### config.mk
export PLATFORM = sky130hd
export DESIGN_NAME = mem_bus_arbiter
export DESIGN_NICKNAME = d
export VERILOG_FILES = /design/src/rtl/mem_bus_arbiter.sv
export SDC_FILE = /design/constraint.sdc
export NUM_CORES = 1
export LEC_CHECK = 0
export CORE_UTILIZATION = 43
export DETAILED_ROUTE_END_ITERATION = 7
export PLACE_DENSITY = 0.89
export RECOVER_POWER = 100
export SLEW_MARGIN = 0
export SYNTH_ARGS = -nofsm -noshare
export SYNTH_HDL_FRONTEND = slang
export SYNTH_SLANG_ARGS = --single-unit
### constraint.sdc
create_clock -name clk -period 2.4 [get_ports clk]
set_clock_uncertainty 0.1 [all_clocks]
set_input_delay 0.48 -clock clk [delete_from_list [all_inputs] [get_ports clk]]
set_output_delay 0.48 -clock clk [all_outputs]
set_load 0.02 [all_outputs]
### src/rtl/mem_bus_arbiter.sv
// Shares one 32-bit memory bus between the CPU fetch and data ports.
// Data takes priority; a stall is held until every access for the current step completes.
module mem_bus_arbiter #(
    parameter int unsigned TIMEOUT_CYC = 255
) (
    input  logic        clk,
    input  logic        rst,
    input  logic        flush,
    input  logic        if_ce_i,
    input  logic [31:0] if_addr_i,
    output logic [31:0] if_data_o,
    input  logic [3:0]  mem_ce_i,
    input  logic        mem_we_i,
    input  logic [3:0]  mem_sel_i,
    input  logic [31:0] mem_addr_i,
    input  logic [31:0] mem_data_i,
    output logic [31:0] mem_data_o,
    output logic        stallreq_o,
    output logic        bus_req_o,
    output logic        bus_we_o,
    output logic [3:0]  bus_sel_o,
    output logic [31:0] bus_addr_o,
    output logic [31:0] bus_wdata_o,
    input  logic [31:0] bus_rdata_i,
    input  logic        bus_ack_i,
    output logic        timeout_o
);

    typedef enum logic [1:0] {S_IDLE, S_DACC, S_IACC, S_DRAIN} state_t;

    state_t      r_state;
    logic        r_d_done;
    logic        r_i_done;
    logic [31:0] r_wait;
    logic        w_mem_req;
    logic        w_timeout;
    logic        w_done;

    assign w_mem_req  = |mem_ce_i;
    assign w_timeout  = (TIMEOUT_CYC != 0) && bus_req_o && !bus_ack_i
                        && (r_wait == TIMEOUT_CYC - 1);
    assign w_done     = (bus_req_o && bus_ack_i) || w_timeout;
    assign stallreq_o = !rst && ((w_mem_req && !r_d_done) || (if_ce_i && !r_i_done)
                                 || (r_state == S_DRAIN));

    always_ff @(posedge clk) begin
        if (rst) begin
            r_state     <= S_IDLE;
            r_d_done    <= 1'b0;
            r_i_done    <= 1'b0;
            r_wait      <= '0;
            if_data_o   <= '0;
            mem_data_o  <= '0;
            bus_req_o   <= 1'b0;
            bus_we_o    <= 1'b0;
            bus_sel_o   <= '0;
            bus_addr_o  <= '0;
            bus_wdata_o <= '0;
            timeout_o   <= 1'b0;
        end else begin
            timeout_o <= w_timeout;
            r_wait    <= (bus_req_o && !bus_ack_i) ? r_wait + 32'd1 : '0;
            if (flush || !stallreq_o) begin
                r_d_done <= 1'b0;
                r_i_done <= 1'b0;
            end
            case (r_state)
                S_IDLE: begin
                    if (!flush) begin
                        if (w_mem_req && !r_d_done) begin
                            r_state     <= S_DACC;
                            bus_req_o   <= 1'b1;
                            bus_we_o    <= mem_we_i;
                            bus_sel_o   <= mem_sel_i;
                            bus_addr_o  <= mem_addr_i;
                            bus_wdata_o <= mem_data_i;
                        end else if (if_ce_i && !r_i_done) begin
                            r_state     <= S_IACC;
                            bus_req_o   <= 1'b1;
                            bus_we_o    <= 1'b0;
                            bus_sel_o   <= 4'b1111;
                            bus_addr_o  <= if_addr_i;
                            bus_wdata_o <= '0;
                        end
                    end
                end
                S_DACC, S_IACC: begin
                    // A flush coinciding with completion discards the data and skips DRAIN.
                    if (w_done) begin
                        r_state   <= S_IDLE;
                        bus_req_o <= 1'b0;
                        r_wait    <= '0;
                        if (!flush) begin
                            if (r_state == S_DACC) begin
                                mem_data_o <= (w_timeout || bus_we_o) ? '0 : bus_rdata_i;
                                r_d_done   <= 1'b1;
                            end else begin
                                if_data_o <= w_timeout ? '0 : bus_rdata_i;
                                r_i_done  <= 1'b1;
                            end
                        end
                    end else if (flush) begin
                        r_state <= S_DRAIN;
                        r_wait  <= '0;
                    end
                end
                S_DRAIN: begin
                    if (w_done) begin
                        r_state   <= S_IDLE;
                        bus_req_o <= 1'b0;
                        r_wait    <= '0;
                    end
                end
                default: r_state <= S_IDLE;
            endcase
        end
    end

endmodule

* Word-level counts from Yosys, hierarchy flattened
Cells that the tools add are included.
** Word-level totals
- Register bits after elaboration :: 171
- Latch bits :: 0
- RAM bits :: 0
- Bits in read-only memories :: 0
- Bits of input ports :: 142
- Output and inout port bits :: 136
- Logic and storage cells :: 87
- Memories kept :: 0
** Operators by class
- $add $sub $neg :: 1
- Multipliers :: 0
- Div/mod/pow operators :: 0
- $lt $le $gt $ge :: 0
- Eq/ne operators :: 9
- Shifts and indexed selects :: 0
- Multiplexer cells :: 37
- Bitwise gates (word level) :: 2
- Reduce and logical (&&, ||, !) cells :: 26
** Operator list (number)
- 32-bit two-way mux :: 10
- 32-bit one-hot mux with 2 select lines :: 1
- 32-bit by 1-bit adder with 32-bit output (second input constant) :: 1
- 32-bit by 8-bit equality test with 1-bit output (second input constant) :: 1
- 1-bit two-way mux :: 16
- 2-bit two-way mux :: 6
- 4-bit AND reduction :: 3
- 4-bit two-way mux :: 2
- 1-bit logical AND :: 6
- 3-bit inequality test (second input constant) :: 2
- 2-bit one-hot mux with 3 select lines :: 1
- 3-bit AND reduction :: 2
- 1-bit logical NOT :: 5
- 1-bit logical OR :: 5
- 2-bit equality test (second input constant) :: 2
- 2-bit inequality test (second input constant) :: 2
- 4-bit OR reduction :: 1
- 3-bit OR reduction :: 1
- 2-bit by 1-bit equality test with 1-bit output (second input constant) :: 1
- 2-bit logical NOT :: 1
- 2-bit by 1-bit inequality test with 1-bit output (second input constant) :: 1
- 1-bit NOT :: 2
- 1-bit one-hot mux with 2 select lines :: 1
- 2-bit nonzero test :: 1
- 2-bit OR reduction :: 1

* Depth between registers and ports, before layout
Gate-level depths: netlist of run 1.
- Word-level depth :: 12
- Depth in mapped cells :: 9
- Mapped depth without buffers :: 7

* Least setup slack after synthesis of run 1
Ideal clock, no wire load.
- Path kind :: input -> output
- From :: input mem_ce_i[1]
- To :: output stallreq_o
- Arrival :: 1.624 ns
- Required time :: 1.820 ns
- Slack :: 0.196 ns
- Stages :: 5
- Path buffers :: 2
- Cells stage by stage :: nor4_1 or2_2 clkbuf_1 clkbuf_1 a21oi_1
** On the way
- Word-level cells in the longest chain between the ends :: 5
** RTL lines
- start, declared :: line 12 : input logic [3:0] mem_ce_i,
- 4-bit OR reduction :: line 39 : assign w_mem_req = |mem_ce_i;
- 1-bit logical AND :: line 43 : assign stallreq_o = !rst && ((w_mem_req && !r_d_done) || (if_ce_i && !r_i_done)
- 1-bit logical OR :: line 43
- 1-bit logical OR :: line 44 : || (r_state == S_DRAIN));
- 1-bit logical AND :: line 43
- end, declared :: line 18 : output logic stallreq_o,
No other way between the ends.

* Worst setup path in the final report of run 1
- From :: input mem_ce_i[0]
- To :: output stallreq_o
The elaborated chain is that of the path after synthesis.

==> results of run 1 <==
placed cells by master, fill, tap and decap left out, drive strengths merged, types with 3 or more instances in the layout:
cell type and n:
clkdlybuf4s50 140, dlygate4sd3 135, nand3 10, clkinv 4, o21ai 36, nand4 45, a311oi 33, dfxtp 171
clkbuf 20, and4 3, a22oi 35, nor2b 5, nor2 111, ha 6, inv 17, buf 36
o221a 4, or4 3, nor4 13, nor3 10, nand2 112, a22o 32, xor2 9, xnor2 21
a21oi 4
worst paths after layout:
| path | from | depth (start not counted) | slack (ns) | to |
|---|---|---|---|---|
| worst min register to register | if_data_o[10] | 2 | 0.36 | if_data_o[10] |
| worst min-delay path | if_data_o[10] | 2 | 0.36 | if_data_o[10] |
| worst max-delay path | mem_ce_i[0] | 5 | 0.06 | stallreq_o |
| worst max register to register | r_wait[0] | 9 | 0.12 | mem_data_o[24] |
flip-flops by register name, indices dropped and copies added, names as in the netlist:
register,cells
bus_addr_o,32
bus_wdata_o,32
if_data_o,32
mem_data_o,32
r_wait,32
bus_sel_o,4
r_state,2
bus_req_o,1
bus_we_o,1
r_d_done,1
r_i_done,1
timeout_o,1
logic make-up after synthesis:
group           Yosys count  synth area share (%)
compound gates          152                  17.4
buf+inv                  72                  4.46
simple gates            322                  21.8
xor+xnor                 30                  3.94
flops                   171                  51.3
fa+ha+maj                 6                  1.12
area by class of cell:
type | count | share of cell area, %
sequential | 171 | 32.8
inverter | 11 | 0.395
clock buffer | 18 | 4.11
clock inverter | 14 | 1.51
timing repair buffer | 314 | 30.2
tap | 188 | 2.25
multi-input combinational | 510 | 28.8
report_power, final:
group	switching, mW	internal, mW	total [mW]
sequential	0.150	3.12	3.27
combinational	1.23	1.00	2.23
clock	1.17	1.56	2.73
total	2.55	5.68	8.23
worst max-delay path: cells and delay by family:
family	cells	cell delay, ns
and+or+nand+nor	2	0.36
AOI/OAI and AO/OA	1	0.18
buffers and inverters	2	0.74
layer usage:
| metal | part of all wire, % | track usage, % | vias up |
|---|---|---|---|
| li1 | - | - | 3229 |
| met1 | 41 | 28.9 | 3148 |
| met2 | 49 | 43.7 | 262 |
| met3 | 6.8 | 7.55 | 50 |
| met4 | 3.4 | 10.4 | 2 |
| met5 | 0.064 | 0 | - |
timing repair:
action / CTS / global route
pin swaps: 0 / 1
resized for setup: 6 / 1
endpoints found under the setup margin: 6 / 2
==> results by group, run 1 <==
Run status
  – Status: complete, no violations

Clock network
  – Num CTS Buffers: 17
  – H-tree levels: 4
  – Clk slew on worst S/H paths: 0.06 ns
  – CTS tree: built
  – CTS Sinks: 171
  – Cts hold-fix bufs: 0
  – Clk_lat worst skew: 0.42 ns
  – Clk root buf: clkbuf_16
  – Longest Clk Path Bufs: 2
  – Post-CTS Setup Inserts: 0

Routing
  – Initial DRC count: 520
  – Drt via density: 5.46
  – DRC violations left: 0
  – First-pass detailed-route iteration total: 5
  – Final WL: 20.5 mm
  – Final ANT Viol Nets: 0
  – Wirelength per Cell: 16.7 um
  – Via Count: 6691

STA
  – Hold WS: 0.358 ns
  – Max Fclk: 427 MHz
  – Fin crit share: 97.6%
  – RSZ-0062 raised after global routing: false
  – Least-Margin Pin Slew: 0.655 ns
  – Slew Viols, Final: 0
  – Fin crit period: 2.34 ns
  – Worst setup margin: 0.0579 ns
  – Final hold vios: 0
  – Setup TNS: 0 ns
  – Relative slew margins: 56.4%
  – Setup violators final: 0

Cells and area
  – N_diodes: 0
  – Nets: 1173
  – Post-route cell area: 10500 sq um
  – Area delta synth->final: 56.6%
  – Fillers: 1125
  – Register area: 3420 sq um
  – Area occupied by multi-input gates: 3010 sq um
  – Post-route insts no fill: 1226
  – Post-layout util: 68.7%
  – Share of cells above drive strength 1: 8.09%

Pwr
  – Tot Pwr: 8.23 mW
  – PwrDens: 788 nW/um^2
  – Peak supply drop: 510 uV
  – P_leak: 4.16 nW

Setup path
  – Highest-delay cell along the critical path: clkdlybuf4s50_1
  – CP max FO: 2
  – CP Capture Type: output pin
  – WP data required: 1.82 ns
  – Crit path cell chain: clkdlybuf4s50_1 > nor4_1 > or2_2 > a21oi_4 > clkdlybuf4s15_2
  – WP data arrival: 1.76 ns
  – Startpoint Class: input port
  – Critical Path Max Stage Delay: 0.46 ns
  – Setup Crit Path Kind: input port to output pin

Yosys
  – Ys async rst share: 0%
  – Syn_area_per_cell: 8.86 sq um
  – Synth top cells by count: dfxtp_1 (171), nand2_1 (112), nor2_1 (111)
  – Syn nets: 901
  – Synth warn: 0
  – Netlist cell types: 40
  – Most common cell in the synthesized netlist: dfxtp_1
  – Seq/Total Area, Yosys: 51.3%
  – Post-Syn Instances: 753
  – Synth top area cells: dfxtp_1 (51%), nand2_1 (6.3%), nor2_1 (6.2%), a311oi_1 (4.3%), nand4_1 (4.2%)
  – #FFs+latches synth: 171
  – Synth top area share: 51.3%
  – Post-Syn Area: 6670 sq um
  – Yosys top cell by area: dfxtp_1
  – EDFF count, synth: 0
  – Ys flop type: dfxtp_1

Placement
  – Placement Setup Slack: -0.401 ns
  – Placed Area: 9870 sq um
  – I/O Buffers: 277
  – Placed Cells incl. Taps: 1194
  – Final GP Congestion: 0.804
  – Post-DP HPWL: 14.6 mm

Floorplan
  – Die footprint: 16000 sq um
  – Die X: 127 um
  – DIE HEIGHT: 127 um
  – Core box area: 15200 sq um
  – Standard-cell rows: 45
  – I/O pin total: 278
  – Initial core utilization: 43.9%

Global route
  – Gr ovfl total: 0
  – Largest net degree at the start of global routing: 42
  – Initial antenna violation count: 2
  – Vias in the first global route: 6318
  – First-pass GRT wire length: 32.0 mm
  – Overall Global Routing Usage: 25.2%

Flow run
  – Total of max-cap violations: 0

Hold path
  – Hold Path Class: flip-flop to flip-flop
Power figures use the tool's default switching activity.
==> inputs of run 2 (changes only) <==
CTS_CLUSTER_DIAMETER = 150   (was default)
SLEW_MARGIN = 20   (was 0)
TNS_END_PERCENT = 10   (was default)
==> results of run 2 <==
No change in the layout: final DEF, timing and power equal those of run 1.
